$ cat config.mk
export PLATFORM = sky130hd
export DESIGN_NAME = buf_lookup_ctrl
export DESIGN_NICKNAME = d
export VERILOG_FILES = /design/src/rtl/buf_lookup_ctrl.sv
export SDC_FILE = /design/constraint.sdc
export NUM_CORES = 1
export LEC_CHECK = 0
export CELL_PAD_IN_SITES_DETAIL_PLACEMENT = 1
export CELL_PAD_IN_SITES_GLOBAL_PLACEMENT = 1
export CORE_ASPECT_RATIO = 1.75
export CORE_MARGIN = 1
export CORE_UTILIZATION = 46
export DETAILED_ROUTE_END_ITERATION = 12
export GPL_ROUTABILITY_DRIVEN = 0
export HOLD_SLACK_MARGIN = 0.08
export PLACE_DENSITY = 0.85
export SYNTH_ARGS = -nofsm -noshare
export SYNTH_HDL_FRONTEND = slang
export SYNTH_SLANG_ARGS = --single-unit
$ cat constraint.sdc
create_clock -name clk -period 2.3 [get_ports clk]
set_input_delay 0.345 -clock clk [delete_from_list [all_inputs] [get_ports clk]]
set_output_delay 0.345 -clock clk [all_outputs]
set_load 0.005 [all_outputs]
$ cat src/rtl/buf_lookup_ctrl.sv
// buf_lookup_ctrl: tag lookup front-end for the 4-entry LFU finder; a hit references the buffer, a miss fills the finder's victim.
// Define BUF_LOOKUP_STAT_EN to add saturating hit_cnt/miss_cnt outputs.
module buf_lookup_ctrl #(
    parameter int LEN   = 2,
    parameter int TAG_W = 8
) (
    input  logic             clk,
    input  logic             rst_n,
    input  logic             req_valid,
    output logic             req_ready,
    input  logic [TAG_W-1:0] req_tag,
    output logic             rsp_valid,
    input  logic             rsp_ready,
    output logic             rsp_hit,
    output logic [LEN-1:0]   rsp_buf_num,
    output logic             evict_valid,
    output logic [TAG_W-1:0] evict_tag,
    output logic             new_buf_req,
    output logic [LEN-1:0]   ref_buf_numbr,
    input  logic [LEN-1:0]   buf_num_replc
`ifdef BUF_LOOKUP_STAT_EN
    ,
    output logic [15:0]      hit_cnt,
    output logic [15:0]      miss_cnt
`endif
);
    localparam int NBUF = 1 << LEN;

    typedef enum logic [1:0] {IDLE, LOOKUP, FILL, RESP} state_e;

    state_e             state_q, state_d;
    logic [TAG_W-1:0]   tag_q [NBUF];
    logic [TAG_W-1:0]   tag_d [NBUF];
    logic [NBUF-1:0]    vld_q, vld_d;
    logic [TAG_W-1:0]   req_tag_q, req_tag_d;
    logic               rsp_hit_q, rsp_hit_d;
    logic [LEN-1:0]     rsp_buf_num_q, rsp_buf_num_d;
    logic               evict_valid_q, evict_valid_d;
    logic [TAG_W-1:0]   evict_tag_q, evict_tag_d;
    logic [LEN-1:0]     ref_q, ref_d;
    logic               hit;
    logic [LEN-1:0]     hit_idx;

    // Descending scan so the lowest matching index wins if duplicates ever exist.
    always_comb begin
        hit     = 1'b0;
        hit_idx = '0;
        for (int i = NBUF - 1; i >= 0; i--) begin
            if (vld_q[i] && tag_q[i] == req_tag_q) begin
                hit     = 1'b1;
                hit_idx = LEN'(i);
            end
        end
    end

    always_comb begin
        state_d       = state_q;
        tag_d         = tag_q;
        vld_d         = vld_q;
        req_tag_d     = req_tag_q;
        rsp_hit_d     = rsp_hit_q;
        rsp_buf_num_d = rsp_buf_num_q;
        evict_valid_d = evict_valid_q;
        evict_tag_d   = evict_tag_q;
        ref_d         = ref_q;
        case (state_q)
            IDLE: begin
                if (req_valid) begin
                    req_tag_d = req_tag;
                    state_d   = LOOKUP;
                end
            end
            LOOKUP: begin
                if (hit) begin
                    rsp_hit_d     = 1'b1;
                    rsp_buf_num_d = hit_idx;
                    evict_valid_d = 1'b0;
                    ref_d         = hit_idx;
                    state_d       = RESP;
                end else begin
                    state_d = FILL;
                end
            end
            FILL: begin
                evict_valid_d        = vld_q[buf_num_replc];
                evict_tag_d          = tag_q[buf_num_replc];
                tag_d[buf_num_replc] = req_tag_q;
                vld_d[buf_num_replc] = 1'b1;
                rsp_hit_d            = 1'b0;
                rsp_buf_num_d        = buf_num_replc;
                ref_d                = buf_num_replc;
                state_d              = RESP;
            end
            RESP: begin
                if (rsp_ready) state_d = IDLE;
            end
            default: state_d = IDLE;
        endcase
    end

    always_ff @(posedge clk or negedge rst_n) begin
        if (!rst_n) begin
            state_q       <= IDLE;
            tag_q         <= '{default: '0};
            vld_q         <= '0;
            req_tag_q     <= '0;
            rsp_hit_q     <= 1'b0;
            rsp_buf_num_q <= '0;
            evict_valid_q <= 1'b0;
            evict_tag_q   <= '0;
            ref_q         <= '0;
        end else begin
            state_q       <= state_d;
            tag_q         <= tag_d;
            vld_q         <= vld_d;
            req_tag_q     <= req_tag_d;
            rsp_hit_q     <= rsp_hit_d;
            rsp_buf_num_q <= rsp_buf_num_d;
            evict_valid_q <= evict_valid_d;
            evict_tag_q   <= evict_tag_d;
            ref_q         <= ref_d;
        end
    end

    assign req_ready     = state_q == IDLE;
    assign rsp_valid     = state_q == RESP;
    assign new_buf_req   = state_q == FILL;
    assign rsp_hit       = rsp_hit_q;
    assign rsp_buf_num   = rsp_buf_num_q;
    assign evict_valid   = evict_valid_q;
    assign evict_tag     = evict_tag_q;
    assign ref_buf_numbr = ref_q;

`ifdef BUF_LOOKUP_STAT_EN
    logic [15:0] hit_cnt_q, hit_cnt_d, miss_cnt_q, miss_cnt_d;

    always_comb begin
        hit_cnt_d  = hit_cnt_q + ((state_q == LOOKUP && hit && hit_cnt_q != 16'hFFFF) ? 16'd1 : 16'd0);
        miss_cnt_d = miss_cnt_q + ((state_q == FILL && miss_cnt_q != 16'hFFFF) ? 16'd1 : 16'd0);
    end

    always_ff @(posedge clk or negedge rst_n) begin
        if (!rst_n) begin
            hit_cnt_q  <= '0;
            miss_cnt_q <= '0;
        end else begin
            hit_cnt_q  <= hit_cnt_d;
            miss_cnt_q <= miss_cnt_d;
        end
    end

    assign hit_cnt  = hit_cnt_q;
    assign miss_cnt = miss_cnt_q;
`endif
endmodule

==> results of run 1 <==
-- critical path, stage by stage, from the launching register on --
cell and delay [ns]:
sky130_fd_sc_hd__dfrtp_1 0.43, sky130_fd_sc_hd__inv_1 0.10, sky130_fd_sc_hd__ha_1 0.37, sky130_fd_sc_hd__clkdlybuf4s50_1 0.57
-- worst paths after layout --
| path | startpoint | endpoint | depth (start not counted) |
|---|---|---|---|
| worst max-delay path | state_q[0] | new_buf_req | 3 |
| worst min-delay path | evict_tag[7] | evict_tag[7] | 1 |
| worst max register to register | req_tag_q[2] | ref_buf_numbr[1] | 6 |
| worst min register to register | evict_tag[7] | evict_tag[7] | 1 |
| max in group asynchronous | rst_n | tag_q[21] | 3 |
| min in group asynchronous | rst_n | evict_tag[0] | 3 |
-- layout by cell type, fill, tap and decap left out, types with 2 or more instances in the layout --
cell type                         netlist  layout
sky130_fd_sc_hd__nor2_1                 2       2
sky130_fd_sc_hd__dfrtp_1               58      58
sky130_fd_sc_hd__ha_1                   4       4
sky130_fd_sc_hd__nand2b_1               6       6
sky130_fd_sc_hd__nand2_1                7       7
sky130_fd_sc_hd__mux2_2                43      43
sky130_fd_sc_hd__clkdlybuf4s50_1        0      29
sky130_fd_sc_hd__clkbuf_1               2       4
sky130_fd_sc_hd__o2bb2ai_1              2       2
sky130_fd_sc_hd__nand4_1                4       4
sky130_fd_sc_hd__nor3_1                 3       3
sky130_fd_sc_hd__xnor2_1               31      31
sky130_fd_sc_hd__buf_4                  3      12
sky130_fd_sc_hd__mux2_1                 6       6
sky130_fd_sc_hd__buf_12                 0       2
sky130_fd_sc_hd__nor2b_1                2       2
sky130_fd_sc_hd__a21oi_1                3       3
sky130_fd_sc_hd__inv_1                  8       8
sky130_fd_sc_hd__clkbuf_8               0      10
sky130_fd_sc_hd__o21ai_0                5       5
sky130_fd_sc_hd__nand3_1                5       5
sky130_fd_sc_hd__mux4_2                 9       9
-- power groups by stage --
stage / Sequential (uW) / Combinational [uW] / Clock [uW]
4_1_cts: 2080 / 2340 / 800
3_3_place_gp: 2060 / 2230 / 0
2_1_floorplan: 1830 / 1850 / 0
6_report: 2080 / 2300 / 778
5_1_grt: 2170 / 2500 / 839
3_5_place_dp: 2100 / 2310 / 0
-- cells in the mapped netlist (4+ instances only) --
cell / number
sky130_fd_sc_hd__o21ai_0: 5
sky130_fd_sc_hd__buf_6: 7
sky130_fd_sc_hd__dfrtp_1: 58
sky130_fd_sc_hd__ha_1: 4
sky130_fd_sc_hd__nand2b_1: 6
sky130_fd_sc_hd__mux2_2: 43
sky130_fd_sc_hd__nand3_1: 5
sky130_fd_sc_hd__xnor2_1: 31
sky130_fd_sc_hd__mux4_2: 9
sky130_fd_sc_hd__nand2_1: 7
sky130_fd_sc_hd__nand4_1: 4
sky130_fd_sc_hd__inv_1: 8
sky130_fd_sc_hd__mux2_1: 6
-- cell families (layout without fill, tap and decap cells) --
family / after synthesis / after routing / synth area share (%)
flops: 58 / 58 / 48.4
fa+ha+maj: 4 / 4 / 1.67
compound gates: 15 / 15 / 3.38
buf+inv: 22 / 67 / 4.96
xor+xnor: 32 / 32 / 9.59
mux: 58 / 58 / 25.1
simple gates: 35 / 35 / 6.92
-- repair_timing --
item | 4_1_cts | 5_1_grt
buffers inserted | 0 | 0
hold endpoints to repair | 58 | 0
hold buffers | 1 | 0
-- area by class of cell --
type                       instances  area [sq um]
fill                             635          2660
sequential                        58          1450
tap                               80           100
clock buffer                      14           153
multi-input combinational        144          1400
timing repair buffer              45           435
inverter                           8          30.0
-- through the flow --
step | instance area [sq um] | instances | utilization, % | hold slack, ns
detailed placement | 3410 | 334 | 54.7 | 0.375
global route | 3570 | 349 | 57.3 | 0.523
finish | 3570 | 349 | 57.3 | 0.505
global placement | 3410 | 334 | 54.7 | 0.373
CTS | 3570 | 349 | 57.3 | 0.505
floorplan | 3000 | 224 | - | 0.0494
-- state kept, by name, summed over array words and instances, names as in the netlist --
register	cells
tag_q	32
evict_tag	8
req_tag_q	8
vld_q	4
evict_valid	1
ref_buf_numbr	2
state_q	2
rsp_hit	1
-- routing by layer --
layer / share of wire, % / GRT usage (%)
met1: 37 / 24.0
met4: 4.2 / 16.6
met5: 0 / 0
met3: 2.7 / 5.13
met2: 56 / 38.6
==> run metrics, run 1 <==
status=completed; Slew @ Worst Pin=approximately 0.56 ns; netlist area before placement=3000 sq um; Clock Sinks=a little under 60; number of instances in the synthesized netlist=224; Mapped Avg Cell Area=13.4 sq um; Final Net Count=284; final worst-path setup slack=0.141 ns; net switching share of the total power=35.6%; FFs w/ async S/R, synth=100%; number of unique standard cell types used by synthesis=33; number of DRC violations after detailed routing=0; dpl ws=0.313 ns; Primary FF master, synth=sky130_fd_sc_hd__dfrtp_1; Inserted Clock Buffers=9; leftover overflow at the end of global routing=0; sum of negative setup slack=0 ns; share of power burned in registers=about two fifths; endpoint required time on the critical path=1.96 ns; Detail Placement HPWL=4.67 mm; RSZ-0062 raised after global routing=false; number of design-rule violations left by the first detailed-router iteration=75; final-report max-slew violation count=0; LEAKAGE=between 0.001 and 0.0015 uW; placement row count=38; pin count of the biggest net entering global routing=59; number of register bits inferred by synthesis=just under 60; worst-path maximum fanout=7; Clk network pwr share=15.1%; via count normalized by instance count=5.46; global-route wire length before repair=10.9 mm; power dissipated by switching net loads=1840 uW; setup clock skew after layout=0.0105 ns; Vias=around 1,900; Slew Limit Headroom=between 60 and 70%; layout overhead on the synthesized area=19.0%; Total Power=5170 uW; register-to-register path setup slack=0.28 ns; nets in the synthesized netlist=between 200 and 250; worst setup path category=reg -> out; maximum level of the CTS H-tree=3; layout cells sized above 1=between 20% and 30%; kind of capture point of the worst setup path=output port; number of hold-slack violations in the final timing report=0; number of endpoints failing setup at the final stage=0; Max-cap violations=0; maximum clock path buffer count=2; clock transition time at the flip-flop clock pins of the worst setup and hold paths=0.06 ns; dominant cells by area after synthesis=sky130_fd_sc_hd__dfrtp_1, sky130_fd_sc_hd__mux2_2, sky130_fd_sc_hd__xnor2_1, sky130_fd_sc_hd__mux4_2, sky130_fd_sc_hd__buf_6; number of diodes added for antenna fixing=0; IO Port Bufs=30; Floorplan Core Area=~6200 sq um; Pre-Repair DR Iteration Count=4; min-delay worst type=reg -> reg; die boundary height=about 110 microns; antenna violations before repair=0; Final Critical Period=roughly 2.2 ns; final wirelength=6.57 mm; Crit path arrival time=1.81 ns; later-pin clock latency in the skew report=0.34 ns; horizontal extent of the die=63.1 microns; number of global-route vias before repair=2,116; worst IR drop on VDD=668 uV; Resized Gates After CTS=0; sequential fraction of the synthesis area=48.4%; share of the synthesized area in the top cell type=about 48%; antenna violation net count after detailed routing=0; Routed wire per std cell=approximately 19 microns; global-route usage over all layers=22.5%; Yosys top cell by area=sky130_fd_sc_hd__dfrtp_1; Peak Freq=463 MHz; number of warnings issued by yosys=0; part of the cycle the worst path needs=93.9%; TritonCTS clock tree=yes; initial core utilization=about half; die footprint=6870 sq um; Int Pwr=3320 uW; CTS root buffer=sky130_fd_sc_hd__clkbuf_8; combinational share of power=44.6%; startpoint type of the worst setup path=register; power density over the cells=about 1400 nW/um^2; count of pins on the block boundary=31; number of enable-type register cells in the synthesized netlist=0
Note: power is estimated with default switching activity, not from simulation.
==> run 2: changes to the inputs <==
- CORE_MARGIN: 1 -> 5
- REMOVE_ABC_BUFFERS: default -> 1
==> run 2 against run 1 <==
Power increased by 10%. Worst setup slack improved by 0.039 ns. Utilization decreased by 0.46 points. Combinational power decreased by 2%. Fmax increased by 1.8%. Register-to-register slack about the same. Clock power increased by 68%. Sequential power about the same. Via count decreased by 0.58%.
==> run metrics, run 2 (synthesis gave the netlist of run 1 again) <==
status=completed; Detail Placement HPWL=4.68 mm; number of cell instances on the worst register-to-register path=6; later-pin clock latency in the skew report=0.33 ns; most flop-heavy register=tag_q; via count normalized by instance count=5.46; Peak Freq=472 MHz; number of endpoints failing setup at the final stage=0; number of hold-slack violations in the final timing report=0; Pre-Repair DR Iteration Count=4; final cell utilization of the core=a little under three fifths; leftover overflow at the end of global routing=0; Final Critical Period=2.12 ns; worst-path maximum fanout=6; number of global-route vias before repair=~2,200; number of design-rule violations left by the first detailed-router iteration=60; Vias=1,893; maximum level of the CTS H-tree=3; cell area after layout=3660 sq um; horizontal extent of the die=71.1 microns; most frequent standard cell in the layout excluding fill and tap cells=sky130_fd_sc_hd__dfrtp_1; count of pins on the block boundary=31; global-route usage over all layers=19.5%; number of diodes added for antenna fixing=0; maximum clock path buffer count=2; power density over the cells=1550 nW/um^2; die footprint=8300 sq um; layout overhead on the synthesized area=22.1%; most used cells in the layout excluding fill and tap cells=sky130_fd_sc_hd__dfrtp_1, sky130_fd_sc_hd__mux2_2, sky130_fd_sc_hd__xnor2_1; Crit path arrival time=~1.8 ns; total of fill cells in the finished design=~650; Resized Gates After CTS=0; antenna violation net count after detailed routing=0; min-delay worst type=in -> async; part of the cycle the worst path needs=92.2%; initial core utilization=46.6%; Routed wire per std cell=20.7 microns; clock transition time at the flip-flop clock pins of the worst setup and hold paths=0.05 ns; Slew Limit Headroom=49.5%; endpoint required time on the critical path=1.96 ns; Post CTS Setup Buffer Count=0; pin count of the biggest net entering global routing=59; die boundary height=between 100 and 150 microns; placement row count=39; layout cells sized above 1=30.2%; LEAKAGE=0.00150 uW; TritonCTS clock tree=yes; Floorplan Core Area=6440 sq um; number of DRC violations after detailed routing=0; dpl ws=0.298 ns; worst IR drop on VDD=759 uV; kind of capture point of the worst setup path=output port; Post-CTS Hold Buffers=0; Slew @ Worst Pin=about 0.76 ns; Max-cap violations=0; Post-DP Area=3360 sq um; IO Port Bufs=30; Clock Sinks=58; antenna violations before repair=0; final-report max-slew violation count=0; Total Power=5690 uW; Inserted Clock Buffers=9; worst setup path category=reg -> out; setup clock skew after layout=just under 0.006 ns; number of flip-flops under the largest register name=32; RSZ-0062 raised after global routing=false; global-route wire length before repair=11.8 mm; Final Net Count=278; final wirelength=roughly 7.2 mm; final worst-path setup slack=0.179 ns; sum of negative setup slack=0 ns; startpoint type of the worst setup path=register; CTS root buffer=sky130_fd_sc_hd__clkbuf_16
## run 2: changes by cell type in the layout (fill, tap and decap cells not counted)
cell                            delta
sky130_fd_sc_hd__clkbuf_16         +9
sky130_fd_sc_hd__clkbuf_8          -5
sky130_fd_sc_hd__buf_4             -4
sky130_fd_sc_hd__clkbuf_1          -3
sky130_fd_sc_hd__buf_12            -1
sky130_fd_sc_hd__clkinv_2          +1
sky130_fd_sc_hd__dlygate4sd3_1     -1
## run 2: metrics by stage
stage	instances	hold WS, ns
global route	347	0.232
global placement	331	0.468
CTS	347	0.194
finish	347	0.165
floorplan	210	0.0494
detailed placement	331	0.472
## run 2: layout make-up
type                            count  area, sq um  share of cell area [%]
Inverter                            8         30.0                   0.820
Tap cell                           82          103                    2.80
Multi-Input combinational cell    144         1400                    38.3
Clock inverter                      1         5.00                   0.137
Sequential cell                    58         1450                    39.6
Clock buffer                       15          298                    8.13
Timing Repair Buffer               39          375                    10.2
## run 2: layer usage
layer / vias to the layer above / part of all wire, % / GRT usage, %
met2: 38 / 58 / 34.5
met4: 0 / 3.3 / 11.2
li1: 860 / - / -
met1: 974 / 36 / 21.0
met5: - / 0 / 0
met3: 21 / 2.7 / 5.13
## run 2: path summary, 6_finish.rpt
path / slack, ns / start / to
setup / recovery: 0.18 / state_q[0] / new_buf_req
hold / removal: 0.16 / rst_n / req_tag_q[1]
setup reg to reg: 0.27 / req_tag_q[0] / ref_buf_numbr[1]
hold reg to reg: 0.51 / evict_tag[7] / evict_tag[7]
max in group asynchronous: 1.63 / rst_n / req_tag_q[5]
min in group clk: 0.51 / evict_tag[7] / evict_tag[7]
## run 2: report_power, final
group | internal [uW] | switching, uW | total, uW | leakage [uW]
combinational | 1360 | 898 | 2260 | 0.000663
sequential | 1520 | 594 | 2110 | 0.000689
clock | 873 | 440 | 1310 | 0.000152
total | 3760 | 1930 | 5690 | 0.00150
## run 2: worst max-delay path: stages, from the launching register on
cell	delay (ns)
sky130_fd_sc_hd__dfrtp_1	0.42
sky130_fd_sc_hd__inv_1	0.11
sky130_fd_sc_hd__ha_1	0.34
sky130_fd_sc_hd__clkdlybuf4s50_1	0.58
